--- src/rtl/rep_tx_scheduler.sv ---
// Small circular block buffer with synchronous clear; no bypass.
// Latency: a pushed entry is visible at rd_dat one cycle after the push edge.
// Backpressure: the caller must not push when full or pop when empty.
module rep_tx_fifo #(
    parameter int W     = 16,
    parameter int DEPTH = 2,
    parameter int CW    = $clog2(DEPTH + 1)
) (
    input  logic          clk,
    input  logic          reset,
    input  logic          clr,
    input  logic          push,
    input  logic          pop,
    input  logic [W-1:0]  wr_dat,
    output logic [W-1:0]  rd_dat,
    output logic [CW-1:0] count
);
    localparam int AW = (DEPTH > 1) ? $clog2(DEPTH) : 1;
    localparam logic [AW-1:0] PTR_MAX = AW'(DEPTH - 1);

    logic [W-1:0]  mem [DEPTH];
    logic [AW-1:0] wr_ptr_q, wr_ptr_d, rd_ptr_q, rd_ptr_d;
    logic [CW-1:0] cnt_q, cnt_d;

    always_comb begin
        wr_ptr_d = wr_ptr_q;
        rd_ptr_d = rd_ptr_q;
        cnt_d    = cnt_q;
        if (clr) begin
            wr_ptr_d = '0;
            rd_ptr_d = '0;
            cnt_d    = '0;
        end else begin
            if (push) wr_ptr_d = (wr_ptr_q == PTR_MAX) ? '0 : wr_ptr_q + AW'(1);
            if (pop)  rd_ptr_d = (rd_ptr_q == PTR_MAX) ? '0 : rd_ptr_q + AW'(1);
            case ({push, pop})
                2'b10:   cnt_d = cnt_q + CW'(1);
                2'b01:   cnt_d = cnt_q - CW'(1);
                default: cnt_d = cnt_q;
            endcase
        end
    end

    always_ff @(posedge clk or negedge reset) begin
        if (!reset) begin
            wr_ptr_q <= '0;
            rd_ptr_q <= '0;
            cnt_q    <= '0;
            for (int i = 0; i < DEPTH; i++) mem[i] <= '0;
        end else begin
            wr_ptr_q <= wr_ptr_d;
            rd_ptr_q <= rd_ptr_d;
            cnt_q    <= cnt_d;
            if (push && !clr) mem[wr_ptr_q] <= wr_dat;
        end
    end

    assign rd_dat = mem[rd_ptr_q];
    assign count  = cnt_q;
endmodule

// Buffers coded blocks and replays each one LSB-first, N times, as a bit stream.
// Latency: accept at edge t -> LOAD in cycle t+1 -> first bit valid in cycle t+2; 2 idle cycles between blocks.
// Backpressure: out_ready low freezes the stream; in_ready drops while the buffer is full or abort is high.
module rep_tx_scheduler #(
    parameter int DATA_W     = 16,
    parameter int REP_W      = 8,
    parameter int FIFO_DEPTH = 2
) (
    input  logic              clk,
    input  logic              reset,
    input  logic              abort,
    input  logic [REP_W-1:0]  cfg_rep,
    input  logic              in_valid,
    output logic              in_ready,
    input  logic [DATA_W-1:0] in_data,
    output logic              out_valid,
    input  logic              out_ready,
    output logic              out_bit,
    output logic              out_first,
    output logic              out_last,
    output logic              block_done,
    output logic              busy,
    output logic [REP_W-1:0]  rep_idx
);
    localparam int CW     = $clog2(FIFO_DEPTH + 1);
    localparam int CNT_W  = $clog2(DATA_W);
    localparam logic [CNT_W-1:0] BIT_MAX = CNT_W'(DATA_W - 1);

    typedef enum logic [1:0] {IDLE, LOAD, SEND, DONE} state_e;

    state_e             state_q, state_d;
    logic [DATA_W-1:0]  shreg_q, shreg_d;
    logic [CNT_W-1:0]   bit_cnt_q, bit_cnt_d;
    logic [REP_W-1:0]   rep_idx_q, rep_idx_d;
    logic [REP_W-1:0]   nlat_q, nlat_d;
    logic               out_valid_q, out_valid_d;
    logic               out_bit_q, out_bit_d;
    logic               out_first_q, out_first_d;
    logic               out_last_q, out_last_d;
    logic               block_done_q, block_done_d;

    logic [CW-1:0]      fifo_cnt;
    logic [DATA_W-1:0]  fifo_head;
    logic               fifo_push, fifo_pop, fifo_nempty;

    assign fifo_nempty = (fifo_cnt != '0);
    assign in_ready    = (fifo_cnt < CW'(FIFO_DEPTH)) && !abort && reset;
    assign fifo_push   = in_valid && in_ready;
    assign fifo_pop    = (state_q == LOAD) && !abort;

    rep_tx_fifo #(.W(DATA_W), .DEPTH(FIFO_DEPTH), .CW(CW)) u_fifo (
        .clk    (clk),
        .reset  (reset),
        .clr    (abort),
        .push   (fifo_push),
        .pop    (fifo_pop),
        .wr_dat (in_data),
        .rd_dat (fifo_head),
        .count  (fifo_cnt)
    );

    always_comb begin
        state_d   = state_q;
        shreg_d   = shreg_q;
        bit_cnt_d = bit_cnt_q;
        rep_idx_d = rep_idx_q;
        nlat_d    = nlat_q;
        case (state_q)
            IDLE: if (fifo_nempty) state_d = LOAD;
            LOAD: begin
                shreg_d   = fifo_head;
                nlat_d    = (cfg_rep == '0) ? REP_W'(1) : cfg_rep;
                bit_cnt_d = '0;
                rep_idx_d = '0;
                state_d   = SEND;
            end
            SEND: if (out_valid_q && out_ready) begin
                // rep_idx holds N-1 through DONE so it never reports N
                if (out_last_q) begin
                    bit_cnt_d = '0;
                    state_d   = DONE;
                end else if (bit_cnt_q == BIT_MAX) begin
                    bit_cnt_d = '0;
                    rep_idx_d = rep_idx_q + REP_W'(1);
                end else begin
                    bit_cnt_d = bit_cnt_q + CNT_W'(1);
                end
            end
            DONE:    state_d = fifo_nempty ? LOAD : IDLE;
            default: state_d = IDLE;
        endcase
        if (abort) begin
            state_d   = IDLE;
            bit_cnt_d = '0;
            rep_idx_d = '0;
        end
        // Outputs are decoded from next state so they leave the flops glitch-free
        out_valid_d  = (state_d == SEND);
        out_bit_d    = out_valid_d && shreg_d[bit_cnt_d];
        out_first_d  = out_valid_d && (bit_cnt_d == '0);
        out_last_d   = out_valid_d && (bit_cnt_d == BIT_MAX) && (rep_idx_d == nlat_d - REP_W'(1));
        block_done_d = (state_d == DONE);
    end

    always_ff @(posedge clk or negedge reset) begin
        if (!reset) begin
            state_q      <= IDLE;
            shreg_q      <= '0;
            bit_cnt_q    <= '0;
            rep_idx_q    <= '0;
            nlat_q       <= REP_W'(1);
            out_valid_q  <= 1'b0;
            out_bit_q    <= 1'b0;
            out_first_q  <= 1'b0;
            out_last_q   <= 1'b0;
            block_done_q <= 1'b0;
        end else begin
            state_q      <= state_d;
            shreg_q      <= shreg_d;
            bit_cnt_q    <= bit_cnt_d;
            rep_idx_q    <= rep_idx_d;
            nlat_q       <= nlat_d;
            out_valid_q  <= out_valid_d;
            out_bit_q    <= out_bit_d;
            out_first_q  <= out_first_d;
            out_last_q   <= out_last_d;
            block_done_q <= block_done_d;
        end
    end

    assign out_valid  = out_valid_q;
    assign out_bit    = out_bit_q;
    assign out_first  = out_first_q;
    assign out_last   = out_last_q;
    assign block_done = block_done_q;
    assign rep_idx    = rep_idx_q;
    assign busy       = (state_q != IDLE) || fifo_nempty;
endmodule
--- config.mk ---
export PLATFORM = sky130hd
export DESIGN_NAME = rep_tx_scheduler
export DESIGN_NICKNAME = d
export VERILOG_FILES = /design/src/rtl/rep_tx_scheduler.sv
export SDC_FILE = /design/constraint.sdc
export NUM_CORES = 1
export LEC_CHECK = 0
export ABC_AREA = 1
export CORE_MARGIN = 8
export CORE_UTILIZATION = 57
export DETAILED_ROUTE_END_ITERATION = 12
export PLACE_DENSITY_LB_ADDON = 0.25
export SETUP_SLACK_MARGIN = 0.02
export SLEW_MARGIN = 5
export SYNTH_ARGS = -nofsm -noshare
export SYNTH_HDL_FRONTEND = slang
export SYNTH_SLANG_ARGS = --single-unit
--- constraint.sdc ---
create_clock -name clk -period 2.3 [get_ports clk]
set_input_delay 0.575 -clock clk [delete_from_list [all_inputs] [get_ports clk]]
set_output_delay 0.575 -clock clk [all_outputs]
set_load 0.02 [all_outputs]
==> impl_metrics.tcl <==
set metrics [dict create \
    synth_cells 491 \
    p_sw_mw 2.44 \
    grtUsageMet2 0.337 \
    powerDensity_nw_per_um2 1180 \
    synthXorXnorAreaFrac 0.00427 \
    r2r_start "state_q[1]" \
    ys_seq_area_frac 0.483 \
    finalWirelength_microns 9590 \
    syn_avg_cell_area_sq_um 8.35 \
    clk_pin_slew_ns 0.08 \
    grtUsageMet1 0.242 \
    synth_fa_ha_area_frac 0.0214 \
    endpoint_kind "output pin" \
    ff2ff_setup_slack_ns 0.18 \
    fp-row-count 31 \
    syn-cell-area_sq_um 4100 \
    critPathKind "in -> out" \
    ff2ff_path_depth 18 \
    pwr-share-comb 0.456 \
    cts_sinks 79 \
    tightest_slew_ns 0.978 \
    synth-seq-cells 79 \
    critPathRequiredTime_ns 1.73 \
    grt_use_met3 0.0373 \
    skew_ns 0.0116 \
    drt_iter0_drc 122 \
    drive_above_1_share 0.210 \
    htree_levels 3 \
    internal-power_mw 3.76 \
    synth_compound_area_frac 0.0681 \
    cts_tree "yes" \
    slew_headroom 0.348 \
    max_cap_viol_count 0 \
    dp_cells 657 \
    cp.arrival_ns 1.64 \
    yosys.area_share.simple 0.267 \
    outcome "completed" \
    dp_hpwl_microns 6780 \
    wl_per_cell_microns 14.2 \
    period_share 0.961 \
    hold_class "in -> async" \
    nets 608 \
    register_area_sq_um 1980 \
    place_ws_ns -0.219 \
    synth_top_family_by_area "simple AND/OR/NAND/NOR gates" \
    via_count 3559 \
    post-synth-top-area-cell "dfrtp_1" \
    die-area_sq_um 10200 \
    die_h_microns 101 \
    slowest_stage "clkdlybuf4s50_1" \
    final_cell_mix "109 x nand2_1, 78 x dfrtp_1, 60 x nand3_1" \
    core_area_sq_um 7100 \
    gp_congestion 0.885 \
    ir_drop_v 0.000618 \
    p_leak_nw 2.53 \
    track_usage 0.200 \
    p_clk_frac 0.190 \
    cp-start-kind "primary input" \
    ctsRootBufferMaster "clkbuf_8" \
    p_seq_frac 0.354 \
    timing.final.crit_period_ns 2.21 \
    cpLargestDelayFamily "buffers and inverters" \
    power_mw 6.19 \
    grt_pass1_vias 3482 \
    stdcell_count 676 \
    worstPathMaxFanout 3 \
    synth_top_area_frac 0.476 \
    multi_input_area_sq_um 1940 \
    ys.warnings.count 0 \
    fmax_mhz 452 \
    via_per_inst 5.26 \
    yosysUniqueCellTypes 31 \
    sw_frac_of_total 0.393 \
    grt_antenna_before_repair 0 \
    yosys-mux-area-fraction 0.0879 \
    syn_nets 527 \
    fillers 544 \
    path_buf_inv 2 \
    setup-violations-final 0 \
    areaGrowthSynthToFinish_pct 27.8 \
    dr.pass1.iters 4 \
    grt_overflow 0 \
    crit_chain "clkdlybuf4s50_1 > nor3b_2 > clkdlybuf4s15_1" \
    drv_slew 0 \
    hold_viol_final 0 \
    die_w_microns 101 \
    final_antenna_net_count 0 \
    grt_start_max_net_pins 80 \
    worstReg2RegEnd "out_last" \
    final_common_cell "nand2_1" \
    ys_top_cells_by_area "dfrtp_1 48%, nand2_1 10%, mux2_2 8.8%" \
    cts-buffers-inserted 9 \
    grt_pass1_wl_microns 16000 \
    portBuffers 43 \
    antennaDiodeCount 0 \
    fin_ws_ns 0.0891 \
    io_pins 44 \
    clk_latency_ns 0.36 \
    max_stage_delay_ns 0.44 \
    initial_core_util 0.577 \
    top_usage_layer "met2" \
    cts-root-to-sink-buffers 2 \
    drcViolationCount 0 \
]
metal layers:
metal,up-vias,wire length (microns)
met5,-,0
met4,0,268
met3,24,495
met2,85,4800
met1,1693,4030
li1,1757,-
per-stage QoR:
| step | setup TNS [ns] | util | hold WS [ns] | instance area [sq um] |
|---|---|---|---|---|
| after floorplan | 0 | - | 0.279 | 4100 |
| after detailed placement | -0.456 | 0.687 | 0.491 | 4880 |
| after global routing | -0.00834 | 0.738 | 0.527 | 5240 |
| after CTS | 0 | 0.719 | 0.502 | 5110 |
| final | 0 | 0.738 | 0.470 | 5240 |
| after global placement | -0.368 | 0.687 | 0.485 | 4880 |
Yosys cell counts:
master and instances:
a21oi_2 1, clkbuf_1 4, nor3b_2 1, clkinv_1 1, a21oi_1 4, o21ai_0 37
nor2_1 54, mux2_2 32, o21ai_2 1, o21ai_1 5, dfrtp_1 78, nand3b_1 1
ha_1 7, nand4_1 8, nor3_1 1, o21ai_4 1, nand3_1 62, buf_6 1
dfstp_2 1, nor2_2 5, xor2_1 2, nand2_1 112, nand2_2 2, buf_4 2
inv_1 53, and2_1 1, o211ai_1 1, buf_2 4, inv_2 5, nor2_4 3
o21a_1 1
power by group through the flow:
stage,Combinational (mW),Clock [mW],Sequential (mW)
after floorplan,1.72,0,2.16
after global placement,2.50,0,2.17
after detailed placement,2.57,0,2.20
after CTS,2.60,1.20,2.18
after global routing,3.19,1.24,2.25
final,2.82,1.18,2.19
registers in the layout (all words and copies together), names as in the netlist:
name             flops
u_fifo.wr_ptr_q      1
nlat_q               8
out_bit              1
rep_idx              8
out_valid            1
out_last             1
u_fifo.mem          32
u_fifo.count         2
bit_cnt_q            4
u_fifo.rd_ptr_q      1
shreg_q             16
block_done           1
out_first            1
state_q              2
final cells by class:
class                   instances  share of cell area
multi-input cells             342               0.370
clock buffers                  10              0.0263
repair buffers                 81               0.142
inverters                      59              0.0428
clock inverters                 6              0.0172
flip-flops and latches         79               0.378
well taps                      99              0.0237
worst max path at each step:
stage	from	endpoint	slack [ns]	depth (start not counted)
finish	abort	in_ready	0.09	3
global placement	abort	in_ready	-0.16	3
floorplan	abort	u_fifo.mem[10]	0.20	5
global route	state_q[1]	out_last	-0.008	18
detailed placement	abort	in_ready	-0.22	3
CTS	state_q[1]	out_last	0.03	17
worst register-to-register path, delay by kind of cell, from the launching register on:
kind	cells	cell delay, ns
adders and majority gates	2	0.33
buffers and inverters	4	0.37
DFF	1	0.42
and+or+nand+nor	12	0.95
logic make-up after synthesis:
family / after synthesis
muxes: 32
and+or+nand+nor: 250
DFF: 79
AOI/OAI and AO/OA: 51
adders and majority gates: 7
buffers and inverters: 70
xor gates and xnor gates: 2
what timing repair did:
item                                    in CTS  in global routing
hold buffers                                 0                  0
pin swaps                                    0                  7
endpoints found under the setup margin       3                  3
resized for setup                            4                 27
setup buffers                                0                  3
Note: power is estimated with default switching activity, not from simulation.
